**src/rtl/cpu_types_pkg.sv**
```systemverilog
// Shared CPU/memory types and the coherence controller state encoding.
package cpu_types_pkg;

    localparam int CPU_MAX = 8;

    typedef logic [31:0] word_t;

    typedef enum logic [1:0] {FREE, BUSY, ACCESS, ERROR} ramstate_t;

    typedef enum logic [2:0] {IDLE, SNOOP, MEMRD, MEMWR, C2C, IFETCH} cc_state_t;

endpackage

```
**src/rtl/rr_arbiter.sv**
```systemverilog
// Round-robin picker: first asserted request at or after ptr, wrapping.
module rr_arbiter #(
    parameter int N  = 2,
    parameter int IW = 1
) (
    input  logic [N-1:0]  req,
    input  logic [IW-1:0] ptr,
    output logic [N-1:0]  gnt,
    output logic [IW-1:0] idx,
    output logic          any
);

    always_comb begin
        gnt = '0;
        idx = '0;
        any = 1'b0;
        // Offset i from ptr is the priority rank; j is the physical requester.
        for (int i = 0; i < N; i++) begin
            for (int j = 0; j < N; j++) begin
                if (!any && (j == ((int'(ptr) + i) % N)) && req[j]) begin
                    any    = 1'b1;
                    gnt[j] = 1'b1;
                    idx    = IW'(j);
                end
            end
        end
    end

endmodule

```
**src/rtl/cc_arbiter.sv**
```systemverilog
// Coherence controller: arbitrates icache/dcache traffic onto one memory port with snooping.
//
// state  | meaning
// IDLE   | arbitrate; dcache requests beat icache requests
// SNOOP  | one cycle broadcasting the winner's address to all other dcaches
// MEMRD  | dcache fill from memory
// MEMWR  | eviction writeback to memory
// C2C    | snooper supplies data to requester while writing it back to memory
// IFETCH | icache fill from memory
module cc_arbiter
    import cpu_types_pkg::*;
#(
    parameter int CPUS = 2
) (
    input  logic              CLK,
    input  logic              RST,
    input  logic [CPUS-1:0]   iREN,
    input  word_t             iaddr       [CPUS],
    output logic [CPUS-1:0]   iwait,
    output word_t             iload       [CPUS],
    input  logic [CPUS-1:0]   dREN,
    input  logic [CPUS-1:0]   dWEN,
    input  logic [CPUS-1:0]   ccwrite,
    input  logic [CPUS-1:0]   cctrans,
    input  word_t             daddr       [CPUS],
    input  word_t             dstore      [CPUS],
    output logic [CPUS-1:0]   dwait,
    output word_t             dload       [CPUS],
    output logic [CPUS-1:0]   ccwait,
    output logic [CPUS-1:0]   ccinv,
    output word_t             ccsnoopaddr [CPUS],
    output logic              ramREN,
    output logic              ramWEN,
    output word_t             ramaddr,
    output word_t             ramstore,
    input  word_t             ramload,
    input  ramstate_t         ramstate
);

    localparam int IW = (CPUS > 1) ? $clog2(CPUS) : 1;

    cc_state_t       state, nstate;
    logic [IW-1:0]   g, g_n, s, s_n;
    logic [IW-1:0]   dptr, dptr_n, iptr, iptr_n;
    logic [CPUS-1:0] dreq, dgnt, igen;
    logic [IW-1:0]   didx, iidx;
    logic            dany, iany, snp_hit;

    function automatic logic [IW-1:0] nxt(input logic [IW-1:0] x);
        return (int'(x) + 1 >= CPUS) ? '0 : IW'(int'(x) + 1);
    endfunction

    assign dreq = dREN | dWEN | cctrans;

    rr_arbiter #(.N(CPUS), .IW(IW)) u_darb (
        .req (dreq),
        .ptr (dptr),
        .gnt (dgnt),
        .idx (didx),
        .any (dany)
    );

    rr_arbiter #(.N(CPUS), .IW(IW)) u_iarb (
        .req (iREN),
        .ptr (iptr),
        .gnt (igen),
        .idx (iidx),
        .any (iany)
    );

    always_ff @(posedge CLK or posedge RST) begin
        if (RST) begin
            state <= IDLE;
            g     <= '0;
            s     <= '0;
            dptr  <= '0;
            iptr  <= '0;
        end else begin
            state <= nstate;
            g     <= g_n;
            s     <= s_n;
            dptr  <= dptr_n;
            iptr  <= iptr_n;
        end
    end

    always_comb begin
        nstate   = state;
        g_n      = g;
        s_n      = s;
        dptr_n   = dptr;
        iptr_n   = iptr;
        snp_hit  = 1'b0;
        iwait    = '1;
        dwait    = '1;
        ccwait   = '0;
        ccinv    = '0;
        ramREN   = 1'b0;
        ramWEN   = 1'b0;
        ramaddr  = '0;
        ramstore = '0;
        for (int k = 0; k < CPUS; k++) begin
            iload[k]       = '0;
            dload[k]       = '0;
            ccsnoopaddr[k] = '0;
        end

        case (state)
            IDLE: begin
                if (dany) begin
                    g_n    = didx;
                    nstate = (dWEN[didx] && !cctrans[didx]) ? MEMWR : SNOOP;
                end else if (iany) begin
                    g_n    = iidx;
                    nstate = IFETCH;
                end
            end
            SNOOP: begin
                for (int k = 0; k < CPUS; k++) begin
                    if (k != int'(g)) begin
                        ccwait[k]      = 1'b1;
                        ccsnoopaddr[k] = daddr[g];
                        ccinv[k]       = ccwrite[g];
                        if (!snp_hit && dWEN[k]) begin
                            snp_hit = 1'b1;
                            s_n     = IW'(k);
                        end
                    end
                end
                if (snp_hit) begin
                    nstate = C2C;
                end else if (dREN[g]) begin
                    nstate = MEMRD;
                end else begin
                    // Upgrade only: invalidations went out this cycle, nothing to move.
                    dwait[g] = 1'b0;
                    dptr_n   = nxt(g);
                    nstate   = IDLE;
                end
            end
            MEMRD: begin
                ramREN  = 1'b1;
                ramaddr = daddr[g];
                if (ramstate == ACCESS) begin
                    dload[g] = ramload;
                    dwait[g] = 1'b0;
                    dptr_n   = nxt(g);
                    nstate   = IDLE;
                end
            end
            MEMWR: begin
                ramWEN   = 1'b1;
                ramaddr  = daddr[g];
                ramstore = dstore[g];
                if (ramstate == ACCESS) begin
                    dwait[g] = 1'b0;
                    dptr_n   = nxt(g);
                    nstate   = IDLE;
                end
            end
            C2C: begin
                ramWEN    = 1'b1;
                ramaddr   = daddr[s];
                ramstore  = dstore[s];
                dload[g]  = dstore[s];
                ccwait[s] = 1'b1;
                if (ramstate == ACCESS) begin
                    dwait[g] = 1'b0;
                    dwait[s] = 1'b0;
                    dptr_n   = nxt(g);
                    nstate   = IDLE;
                end
            end
            IFETCH: begin
                ramREN  = 1'b1;
                ramaddr = iaddr[g];
                if (ramstate == ACCESS) begin
                    iload[g] = ramload;
                    iwait[g] = 1'b0;
                    iptr_n   = nxt(g);
                    nstate   = IDLE;
                end
            end
            default: nstate = IDLE;
        endcase
    end

endmodule

```
**config.mk**
```make
export PLATFORM = sky130hd
export DESIGN_NAME = cc_arbiter
export DESIGN_NICKNAME = d
export VERILOG_FILES = /design/src/rtl/cpu_types_pkg.sv /design/src/rtl/rr_arbiter.sv /design/src/rtl/cc_arbiter.sv
export SDC_FILE = /design/constraint.sdc
export NUM_CORES = 1
export LEC_CHECK = 0
export ABC_AREA = 0
export CORE_AREA = 5 5 192 194
export DETAILED_ROUTE_END_ITERATION = 10
export DIE_AREA = 0 0 197 199
export PLACE_DENSITY = 0.42
export SETUP_SLACK_MARGIN = 0.2
export SLEW_MARGIN = 5
export SYNTH_ARGS = -nofsm -noshare
export SYNTH_HDL_FRONTEND = slang
export SYNTH_HIERARCHICAL = 1
export SYNTH_SLANG_ARGS = --single-unit
```
**constraint.sdc**
```tcl
create_clock -name CLK -period 2.24 [get_ports CLK]
set_input_delay 0.336 -clock CLK [delete_from_list [all_inputs] [get_ports CLK]]
set_output_delay 0.336 -clock CLK [all_outputs]
set_load 0.01 [all_outputs]
```
Yosys cells after proc, flatten, opt, wreduce, memory -nomap -nowiden
Cells that the tools add are included.
{"block": "op_classes", "addsub": 3, "n_lt_le_gt_ge": 9, "eq_ne": 13, "muxes": 89, "bitwise": 11, "reduce_logical": 43}
{"operator": "$mux 32", "count": 18}
{"operator": "$mux 64", "count": 3}
{"operator": "$and 64x64->64", "count": 2}
{"operator": "$logic_not 32->1", "count": 4}
{"operator": "$pmux 64 s2", "count": 1}
{"operator": "$pmux 32 s3", "count": 1}
{"operator": "$pmux 32 s2", "count": 1}
{"operator": "$mux 1", "count": 46}
{"operator": "$demux 32 s1", "count": 1}
{"operator": "$ge 32x3->1 const B", "count": 1}
{"operator": "$logic_and 1x1->1", "count": 19}
{"operator": "$mux 2", "count": 8}
{"operator": "$mux 3", "count": 4}
{"operator": "$pmux 3 s3", "count": 1}
{"operator": "$logic_not 1->1", "count": 8}
{"operator": "$eq 3x2->1 const B", "count": 2}
{"operator": "$eq 3x3->1 const B", "count": 2}
{"operator": "$lt 1x2->1 const B", "count": 3}
{"operator": "$pmux 2 s3", "count": 1}
{"operator": "$reduce_and 2->1", "count": 3}
{"operator": "$reduce_or 2->1", "count": 3}
{"operator": "$eq 2x2->1 const A", "count": 2}
{"operator": "$ge 2x2->1 const B", "count": 2}
{"operator": "$ne 2x1->1 const B", "count": 2}
{"operator": "other kinds (21)", "count": 30}
{"block": "word_totals", "register_bits": 7, "in_bits": 238, "wordCells": 173}

Longest topological paths before layout
{"block": "logic_depth", "ltp_word": 23, "depth_mapped": 8}

By module
Netlist, hierarchy kept.
{"mod": "cc_arbiter", "instances": 1, "cells_each": 578, "area_each_um2": 4130.2, "seq_area_each_um2": 175.2}
{"mod": "rr_arbiter", "instances": 2, "cells_each": 5, "area_each_um2": 32.5, "seq_area_each_um2": 0.0}

Worst setup path before layout
No wires, ideal clock.
{"block": "synth_timing", "kind": "flip-flop to output port", "startpoint": "register g", "endpoint": "output port dload[32] (netlist bit)", "arrival_time_ns": 1.426, "required_time_ns": 1.904, "path_slack_ns": 0.478, "stages_incl_launch_ff": 6, "n_path_buf": 3, "cell_sequence": "dfrtp_1 > buf_2 > buf_2 > nor4_1 > buf_2 > a22o_1"}
{"element": "start: declaration", "line_no": "cc_arbiter.sv:43", "text": "logic [IW-1:0] g, g_n, s, s_n;"}
{"element": "start signal: assignment", "line_no": "cc_arbiter.sv:80", "text": "g <= g_n;"}
{"element": "end: declaration", "line_no": "cc_arbiter.sv:28", "text": "output word_t dload [CPUS],"}

Worst setup path after layout
{"block": "layout_timing", "startpoint": "register state[1]", "endpoint": "output port ramaddr[22]"}
{"block": "layout_between", "elab_chain_cells": 3, "elab_cells_between_ends": 6, "classes_between": "eq/ne: 4; mux: 1; reduce/logical: 1"}
{"element": "start: declaration", "line_no": "cc_arbiter.sv:42", "text": "cc_state_t state, nstate;"}
{"element": "start signal: assignment", "line_no": "cc_arbiter.sv:79", "text": "state <= nstate;"}
{"element": "$eq 3x2->1", "line_no": "cc_arbiter.sv:108", "text": "case (state)"}
{"element": "$reduce_or 2->1 (no line)"}
{"element": "$pmux 32 s3 (*)", "line_no": "cc_arbiter.sv:108"}
{"element": "end: declaration", "line_no": "cc_arbiter.sv:34", "text": "output word_t ramaddr,"}
Every way passes the cells marked *; elsewhere a longest branch is shown, timed or not.

==> results_dict.tcl <==
set metrics [dict create \
    status "finished with violations" \
    violations "negative setup slack" \
    cp-endpoint "ramaddr[22]" \
    cts_root_buf "clkbuf_16" \
    syn_area_per_cell_um2 7.132 \
    antenna_found_initial 0 \
    cts_sinks 7 \
    path_cells "nor2b_4 -> a22o_4 -> buf_12 -> buf_12 -> a22oi_2 -> o21ai_1 -> buf_2" \
    nFillCells 3779 \
    grt_pass1_vias 7559 \
    hpwlAfterDp_um 29310 \
    worstSkewPairLatency_ns 0.24 \
    pwr-share-comb 0.934 \
    globalplace.congestion 0.8614 \
    via_per_inst 4.439 \
    crit_family "compound AO/OA/AOI/OAI gates" \
    worst-path-max-fanout 9 \
    finalWirelength_um 40280 \
    r2r_cells 6 \
    crit_path_end_kind "primary output" \
    drt-wirelength-per-cell_um 24.37 \
    worst_setup_path_start_kind "register" \
    vias 7337 \
    fmax_mhz 430.3 \
    cp.depth 7 \
    holdBufCountCts 0 \
    utilization 0.3351 \
    io_pins 504 \
    antennaDiodeCount 0 \
    cts_buffers 3 \
    syn_inst 584 \
    r2r_slack_ns 0.26 \
    synth_nets 822 \
    arrival_ns 1.99 \
    synth_warnings 6 \
    crit_type "register to primary output" \
    num_rows 69 \
    grt_pass1_wl_um 51690 \
    reg2reg_from "g" \
    setup_violations 76 \
    cpMaxStageDelayCell "dfrtp_2" \
    reg2reg_to "dptr" \
    switching_power_w 0.004482 \
    die_w_um 197 \
    drc_errors 0 \
    syn_to_final_growth_pct 182.0 \
    internal_power_w 0.004908 \
    clockBufferDepth 2 \
    critPathRequiredTime_ns 1.90 \
    hold_path_class "input pin to asynchronous set/reset pin" \
    switching_share 0.4773 \
    core_area_mm2 0.03505 \
    drv_slew 0 \
    grt_usage 0.1742 \
    cp-startpoint "state[1]" \
    fin_ws_ns -0.08405 \
    htreeDepth 1 \
    drtIter0Drc 242 \
    rsz0062_at_grt "true" \
    die_area_mm2 0.03920 \
    skew_ns 0.0003646 \
    leakage_nw 5.462 \
    grt_overflow 0 \
    power_density_mw_per_mm2 799.4 \
    tightest_slew_ns 0.3552 \
    fin_crit_sh 1.038 \
    die_h_um 199 \
    slowest_delay_ns 0.48 \
    grt_max_degree 35 \
    cts.clk_slew.worst_paths_ns 0.04 \
    portBuffers 503 \
    synth_area_mm2 0.004165 \
    drt-pass1-iter-count 5 \
    vdd_drop_max_v 0.0006147 \
    cpMostUsedCell "buf_12" \
    initial_core_util 0.1188 \
    timing.critical_path.buf_inv 3 \
    hold_violations 0 \
    pwr-share-clk 0.034 \
    seq_power_share 0.032 \
    ant_nets 0 \
    period_minus_slack_ns 2.324 \
    tritoncts "done" \
    setup_tns_ns -1.418 \
    nets 1431 \
    max_cap_violations 0 \
    layout-drive-gt1-share 0.5084 \
    relSlewSlack 0.7564 \
]
==> timing repair <==
item | in CTS | in global routing
pin swaps | 42 | 71
buffers inserted | 23 | 26
cloned | 10 | 16
gates resized for setup | 801 | 604
setup endpoints to repair | 267 | 267
==> power by group through the flow <==
stage / clock network, W / registers, W / logic, W
2_1_floorplan: 0 / 0.000205 / 0.00333
3_3_place_gp: 0 / 0.000279 / 0.00740
3_5_place_dp: 0 / 0.000277 / 0.00736
4_1_cts: 0.000318 / 0.000295 / 0.00765
5_1_grt: 0.000328 / 0.000316 / 0.00926
6_report: 0.000316 / 0.000301 / 0.00877
==> cell usage in the layout, fill, tap and decap left out, types with 3 or more instances in the layout <==
master           count
buf_6              115
a21boi_1             3
mux2i_1             94
nor3_4               3
nor2_1              24
o22ai_2             14
dfrtp_2              4
dlygate4sd2_1        3
clkdlybuf4s50_1    235
buf_2              148
a22o_1              59
o21ai_2              7
buf_8               12
a22o_4               4
clkbuf_16           18
and2_1              36
nor2_2              11
a21oi_1              6
buf_4               78
nand2_4              3
and3_1              30
inv_1                5
and3_4               3
mux2_2               3
buf_12              34
o21ai_1             29
buf_16               7
inv_2                3
or3_1                3
o22ai_1             17
clkbuf_2            21
nor2_4               3
a22oi_2             31
nor3b_4              3
nand2_1             13
and2_4              63
==> state kept, by name (all words and copies together) (netlist names) <==
name,cells
state,3
dptr,1
g,1
iptr,1
s,1
==> metrics by stage <==
stage	worst slack, ns	hold WS (ns)	cells	total power (W)	instance area [µm²]
2_1_floorplan	0.4776	0.1394	584	0.003539	4165
3_3_place_gp	-0.4534	0.4781	1574	0.007680	10420
3_5_place_dp	-0.4640	0.4811	1574	0.007635	10420
4_1_cts	-0.09875	0.3644	1611	0.008258	10880
5_1_grt	-0.1480	0.3900	1653	0.009905	11750
6_report	-0.08405	0.3508	1653	0.009390	11750
==> routing by layer <==
metal  track usage  part of all wire  up-vias
met5             0                 0        -
met4       0.02183             0.018        0
met3       0.04726             0.084       47
met2        0.3424              0.53      377
met1        0.1907              0.37     3507
li1              -                 -     3406
==> how the worst min path moves through the flow <==
stage / start / end / cells past startpoint
2_1_floorplan: RST / dptr / 1
3_3_place_gp: dptr / dptr / 1
6_report: RST / g / 2
3_5_place_dp: dptr / dptr / 1
5_1_grt: RST / dptr / 2
4_1_cts: RST / state[0] / 2
==> area by class of cell <==
cell class	count	area, µm²	share of cell area
timing repair buffer	670	6559	0.5584
multi-input combinational	503	4318	0.3676
tap	461	576.8	0.04911
sequential	7	183.9	0.01566
clock buffer	4	78.83	0.006711
inverter	8	30.03	0.002556
Note: power is estimated with default switching activity, not from simulation.
